$ cat src/rtl/v_ioport_gen.sv
// v_ioport_gen: 6510-style CPU I/O port (DDR/DATA) with pin-change interrupt flags/masks
// and capacitive fade retention on register bits that have no physical pin.
module v_ioport_gen #(
    parameter int unsigned AW        = 16,
    parameter int unsigned BASE      = 0,
    parameter int unsigned REG_W     = 8,
    parameter int unsigned PIN_W     = 6,
    parameter int unsigned EXT_REGS  = 1,
    parameter int unsigned EDGE_MODE = 0,
    parameter int unsigned FADE_CYC  = 0,
    parameter int unsigned FADE_BITS = 16
) (
    input  logic             phi2,
    input  logic             _reset,
    input  logic [AW-1:0]    address,
    input  logic             r_w,
    input  logic             aec,
    input  logic [REG_W-1:0] data_in,
    output logic [REG_W-1:0] data_out,
    output logic             sel,
    input  logic [PIN_W-1:0] pin_in,
    output logic [PIN_W-1:0] pin_out,
    output logic [PIN_W-1:0] pin_oe,
    output logic             irq_n
);

    localparam logic [AW-1:0]        BaseAddr = AW'(BASE);
    localparam logic [FADE_BITS-1:0] FadeLoad = FADE_BITS'(FADE_CYC);
    localparam logic [FADE_BITS-1:0] FadeOne  = FADE_BITS'(1);

    localparam logic [1:0] OffDdr   = 2'd0;
    localparam logic [1:0] OffData  = 2'd1;
    localparam logic [1:0] OffIflag = 2'd2;
    localparam logic [1:0] OffImask = 2'd3;

    logic [REG_W-1:0] ddr_q, ddr_d;
    logic [REG_W-1:0] data_q, data_d;
    logic [PIN_W-1:0] iflag_q, iflag_d;
    logic [PIN_W-1:0] imask_q, imask_d;
    logic [PIN_W-1:0] sync1_q, sync2_q, prev_q;
    logic [REG_W-1:0] cap_q, cap_d;
    logic [REG_W-1:0][FADE_BITS-1:0] cnt_q, cnt_d;

    logic [1:0]       offset;
    logic             wr_en;
    logic [PIN_W-1:0] edge_hit;
    logic [PIN_W-1:0] clr_mask;
    logic [REG_W-1:0] pin_ext;
    logic [REG_W-1:0] data_rd;

    // Address decode: 4-register window with the extended registers, 2-register otherwise.
    always_comb begin
        if (EXT_REGS != 0) begin
            sel    = (address[AW-1:2] == BaseAddr[AW-1:2]);
            offset = address[1:0];
        end else begin
            sel    = (address[AW-1:1] == BaseAddr[AW-1:1]);
            offset = {1'b0, address[0]};
        end
    end

    assign wr_en = sel & ~r_w & aec;

    always_comb begin
        if (EDGE_MODE == 1) begin
            edge_hit = prev_q & ~sync2_q;
        end else if (EDGE_MODE == 2) begin
            edge_hit = ~prev_q & sync2_q;
        end else begin
            edge_hit = prev_q ^ sync2_q;
        end
    end

    always_comb begin
        ddr_d    = ddr_q;
        data_d   = data_q;
        imask_d  = imask_q;
        clr_mask = '0;
        if (wr_en) begin
            case (offset)
                OffDdr:   ddr_d    = data_in;
                OffData:  data_d   = data_in;
                OffIflag: clr_mask = data_in[PIN_W-1:0];
                OffImask: imask_d  = data_in[PIN_W-1:0];
                default:  ;
            endcase
        end
        // A detected change outranks a same-edge W1C; output pins never flag.
        iflag_d = (iflag_q & ~clr_mask) | (edge_hit & ~ddr_q[PIN_W-1:0]);
    end

    // Fade works from the pre-edge DDR/DATA so a same-edge write cannot shorten retention.
    always_comb begin
        cap_d = cap_q;
        cnt_d = cnt_q;
        for (int unsigned i = PIN_W; i < REG_W; i++) begin
            if (ddr_q[i]) begin
                if (FADE_CYC != 0) begin
                    cap_d[i] = data_q[i];
                end
                cnt_d[i] = FadeLoad;
            end else if (cnt_q[i] != '0) begin
                cnt_d[i] = cnt_q[i] - FadeOne;
                if (cnt_q[i] == FadeOne) begin
                    cap_d[i] = 1'b0;
                end
            end
        end
    end

    always_ff @(negedge phi2 or negedge _reset) begin
        if (!_reset) begin
            ddr_q   <= '0;
            data_q  <= '0;
            iflag_q <= '0;
            imask_q <= '0;
            sync1_q <= '0;
            sync2_q <= '0;
            prev_q  <= '0;
            cap_q   <= '0;
            cnt_q   <= '0;
        end else begin
            ddr_q   <= ddr_d;
            data_q  <= data_d;
            iflag_q <= iflag_d;
            imask_q <= imask_d;
            sync1_q <= pin_in;
            sync2_q <= sync1_q;
            prev_q  <= sync2_q;
            cap_q   <= cap_d;
            cnt_q   <= cnt_d;
        end
    end

    always_comb begin
        pin_ext = REG_W'(sync2_q);
        for (int unsigned i = 0; i < REG_W; i++) begin
            if (ddr_q[i]) begin
                data_rd[i] = data_q[i];
            end else if (i < PIN_W) begin
                data_rd[i] = pin_ext[i];
            end else begin
                data_rd[i] = cap_q[i];
            end
        end
    end

    always_comb begin
        data_out = '0;
        if (sel && r_w) begin
            case (offset)
                OffDdr:   data_out = ddr_q;
                OffData:  data_out = data_rd;
                OffIflag: data_out = REG_W'(iflag_q);
                OffImask: data_out = REG_W'(imask_q);
                default:  data_out = '0;
            endcase
        end
    end

    assign pin_out = data_q[PIN_W-1:0];
    assign pin_oe  = ddr_q[PIN_W-1:0];
    assign irq_n   = ~|(iflag_q & imask_q);

endmodule

$ cat config.mk
export PLATFORM = sky130hd
export DESIGN_NAME = v_ioport_gen
export DESIGN_NICKNAME = d
export VERILOG_FILES = /design/src/rtl/v_ioport_gen.sv
export SDC_FILE = /design/constraint.sdc
export NUM_CORES = 1
export LEC_CHECK = 0
export ABC_AREA = 1
export BUFFER_PORTS_ARGS = -buffer_cell sky130_fd_sc_hd__buf_4
export CORE_UTILIZATION = 47
export CTS_BUF_LIST = sky130_fd_sc_hd__clkbuf_16
export DETAILED_ROUTE_END_ITERATION = 8
export MAX_ROUTING_LAYER = met4
export PLACE_DENSITY = 0.83
export SYNTH_ARGS = -nofsm -noshare
export SYNTH_HDL_FRONTEND = slang
export SYNTH_SLANG_ARGS = --single-unit
export TNS_END_PERCENT = 30
$ cat constraint.sdc
create_clock -name phi2 -period 1.26 [get_ports phi2]
set_input_delay 0.252 -clock phi2 [delete_from_list [all_inputs] [get_ports phi2]]
set_output_delay 0.252 -clock phi2 [all_outputs]
set_load 0.005 [all_outputs]
==> run metrics <==
Area Overhead vs Synth 50.54%; Final setup viols 50; leakage 1.741 nW; Rows 24; share of cells above drive strength 1 38.34%; Tot Pwr 3.341 mW; pin count of the biggest net entering global routing 31; failing checks negative setup slack; CP max stage delay 450 ps; status finished with violations; Net Sw Frac 21.85%; combinational power share 10.1%; vias per cell 5.435; Crit. Startpoint ddr_q[3]; Initial Util 49.74%; Syn Nets 298; placed cells 412; CTS Buffer Depth 2; IO Pins 56; CP bufs+invs 1; Fillers 322; cts-stage hold buffer count 0; Die Width 70.35 µm; DR vias 2,310; clock latency on the worst-skew pair 310 ps; clock power share 44.1%; vias in the first global route 2,240; Net Switching 0.7300 mW; internal power 2.611 mW; count of unique library cells instantiated by Yosys 22; Worst Setup End Kind output pin; Ys Warns 0; Worst EP arrival 2030 ps; synthesized area 2196 µm²; worst slew pin tran 337.3 ps; most frequent cell on the critical path o21ai_1; Die Ht 70.35 µm; diodes inserted 0; clk sinks 46; first-iteration detailed-routing DRC count 209; pwr dens 1011 nW/µm²; CTS tree yes; sequential share of power 45.8%; Routed WL per cell 15.09 µm; delay-heaviest family, CP flip-flops; IO buf count 55; Final Skew 2.735 ps; FF+latch count, synth 46; First-pass DRT Iterations 5; class of the worst hold path reg2reg; initial antenna violation count 0; Crit-path slowest cell dfrtn_1; gpl congestion 0.8788; Die Area 4949 µm²; Syn Area/Cell 8.318 µm²; core area 4414 µm²; post-synthesis sequential area ratio 52.42%; gr ovfl total 0; final worst slack -1017 ps; startpoint types flip-flop; hold_sp sync1_q[3]; GRT Util Overall 27.61%; fin. max-slew vios 0; commonest non-fill, non-tap cell in the layout buf_4; Max-cap violations 0; Crit path required time 1010 ps; most frequent cells in the layout buf_4, nand2_1, dfrtn_1, nand3_1, buf_6; Non-Filler Instances 425; RSZ-0062 raised after global routing yes; Worst VDD drop 0.001095 V; Routed Antenna Nets 0; Hold Fails Final Rpt 0; Clock Pin Slew Worst Setup and Hold Paths 50 ps; Critical Path Fanout Max 3; clk root buf clkbuf_16; final wirelength 6412 µm; CP Class reg2out; Nets 406; DRC 0; CTS buffer count 5; crit-path cells nand2_1, o21ai_1, nand2_1, o21ai_1, o21ai_1, nor2_1, buf_4; first-pass GRT wire length 10,180 µm; Post-Syn Instances 264; beginning of the worst register-to-register path sync2_q[3]; slew margin rel. 77.46%; Final HPWL DP 4226 µm; Clock H-tree levels 2; Final Hold Slack 290.7 ps
==> state kept, by name, summed over array words and instances (netlist names) <==
| signal | count |
|---|---|
| prev_q | 6 |
| iflag_q | 6 |
| sync1_q | 6 |
| data_q | 8 |
| imask_q | 6 |
| sync2_q | 6 |
| ddr_q | 8 |
==> area by class of cell <==
cell class                 instances  area [µm²]  area share [%]
clock inverter                     3       41.29           1.249
clock buffer                       5       125.1           3.785
inverter                          21       78.83           2.385
tap                               52       65.06           1.968
timing repair buffer             117       969.7           29.33
sequential                        46        1151           34.82
multi-input combinational        181       874.6           26.46
==> metal layers <==
layer | routed length, µm | global-route usage, %
met1 | 2301 | 31.82
met2 | 3328 | 46.46
met3 | 617 | 5.195
met4 | 165 | 12.67
met5 | 0 | -
==> worst reg2reg max path, cell delays in order (launching register included) <==
cell	delay, ps
dfrtn_1	350
buf_4	140
buf_4	130
o21ai_0	230
nand2_1	110
==> Yosys cell counts <==
| cell type | instances | area, µm² |
|---|---|---|
| nand2_1 | 75 | 281.5 |
| dfrtn_1 | 46 | 1151 |
| nand3_1 | 26 | 130.1 |
| nor2_1 | 24 | 90.09 |
| inv_1 | 17 | 63.81 |
| o21ai_0 | 16 | 80.08 |
| buf_4 | 12 | 90.09 |
| a21oi_1 | 10 | 50.05 |
| nand4_1 | 9 | 56.30 |
| o21ai_1 | 8 | 40.04 |
| a22o_1 | 3 | 26.28 |
| nor2_2 | 3 | 18.77 |
| buf_2 | 2 | 10.01 |
| buf_6 | 2 | 22.52 |
| clkinv_1 | 2 | 7.510 |
| inv_2 | 2 | 7.510 |
| nor2_4 | 2 | 22.52 |
| nand2_2 | 1 | 6.260 |
| nor2_8 | 1 | 20.02 |
| nor3_1 | 1 | 5.000 |
| o211ai_1 | 1 | 7.510 |
| or2_4 | 1 | 8.760 |
==> metrics by stage <==
stage	util [%]	instance area [µm²]	worst slack, ps	setup TNS, ps
after floorplan	-	2201	-573.4	-20320
after global placement	67.89	2997	-753.6	-27710
after detailed placement	67.89	2997	-785.7	-28660
after CTS	73.50	3244	-956.6	-25860
after global routing	74.89	3306	-1146	-29880
final	74.89	3306	-1017	-26900
==> power by group through the flow <==
stage,sequential [mW],combinational (mW),clock [mW]
finish,1.53,0.337,1.47
global route,1.53,0.362,1.54
CTS,1.53,0.328,1.49
detailed placement,1.55,0.317,0
global placement,1.55,0.310,0
floorplan,1.55,0.0929,0
==> kinds of logic (layout without fill, tap and decap cells) <==
kind of cell	Yosys count	count (layout)	share of synthesized area (%)
buf+inv	37	146	9.174
compound gates	38	38	9.288
simple gates	143	143	29.12
flops	46	46	52.42
==> path summary, 6_finish.rpt <==
path / end / slack, ps / depth (start not counted)
min reg2reg: sync2_q[3] / 290 / 0
max reg2reg: iflag_q[3] / 130 / 4
max: data_out[3] / -1020 / 7
min: sync2_q[3] / 290 / 0
min in group asynchronous: sync2_q[1] / 400 / 2
max in group asynchronous: sync1_q[3] / 610 / 2
==> what timing repair did <==
action / in CTS / in global routing
gates cloned: 0 / 0
pin swaps: 15 / 15
resized for setup: 22 / 17
setup endpoints to repair: 50 / 50
buffers inserted: 5 / 3
Note: power is estimated with default switching activity, not from simulation.
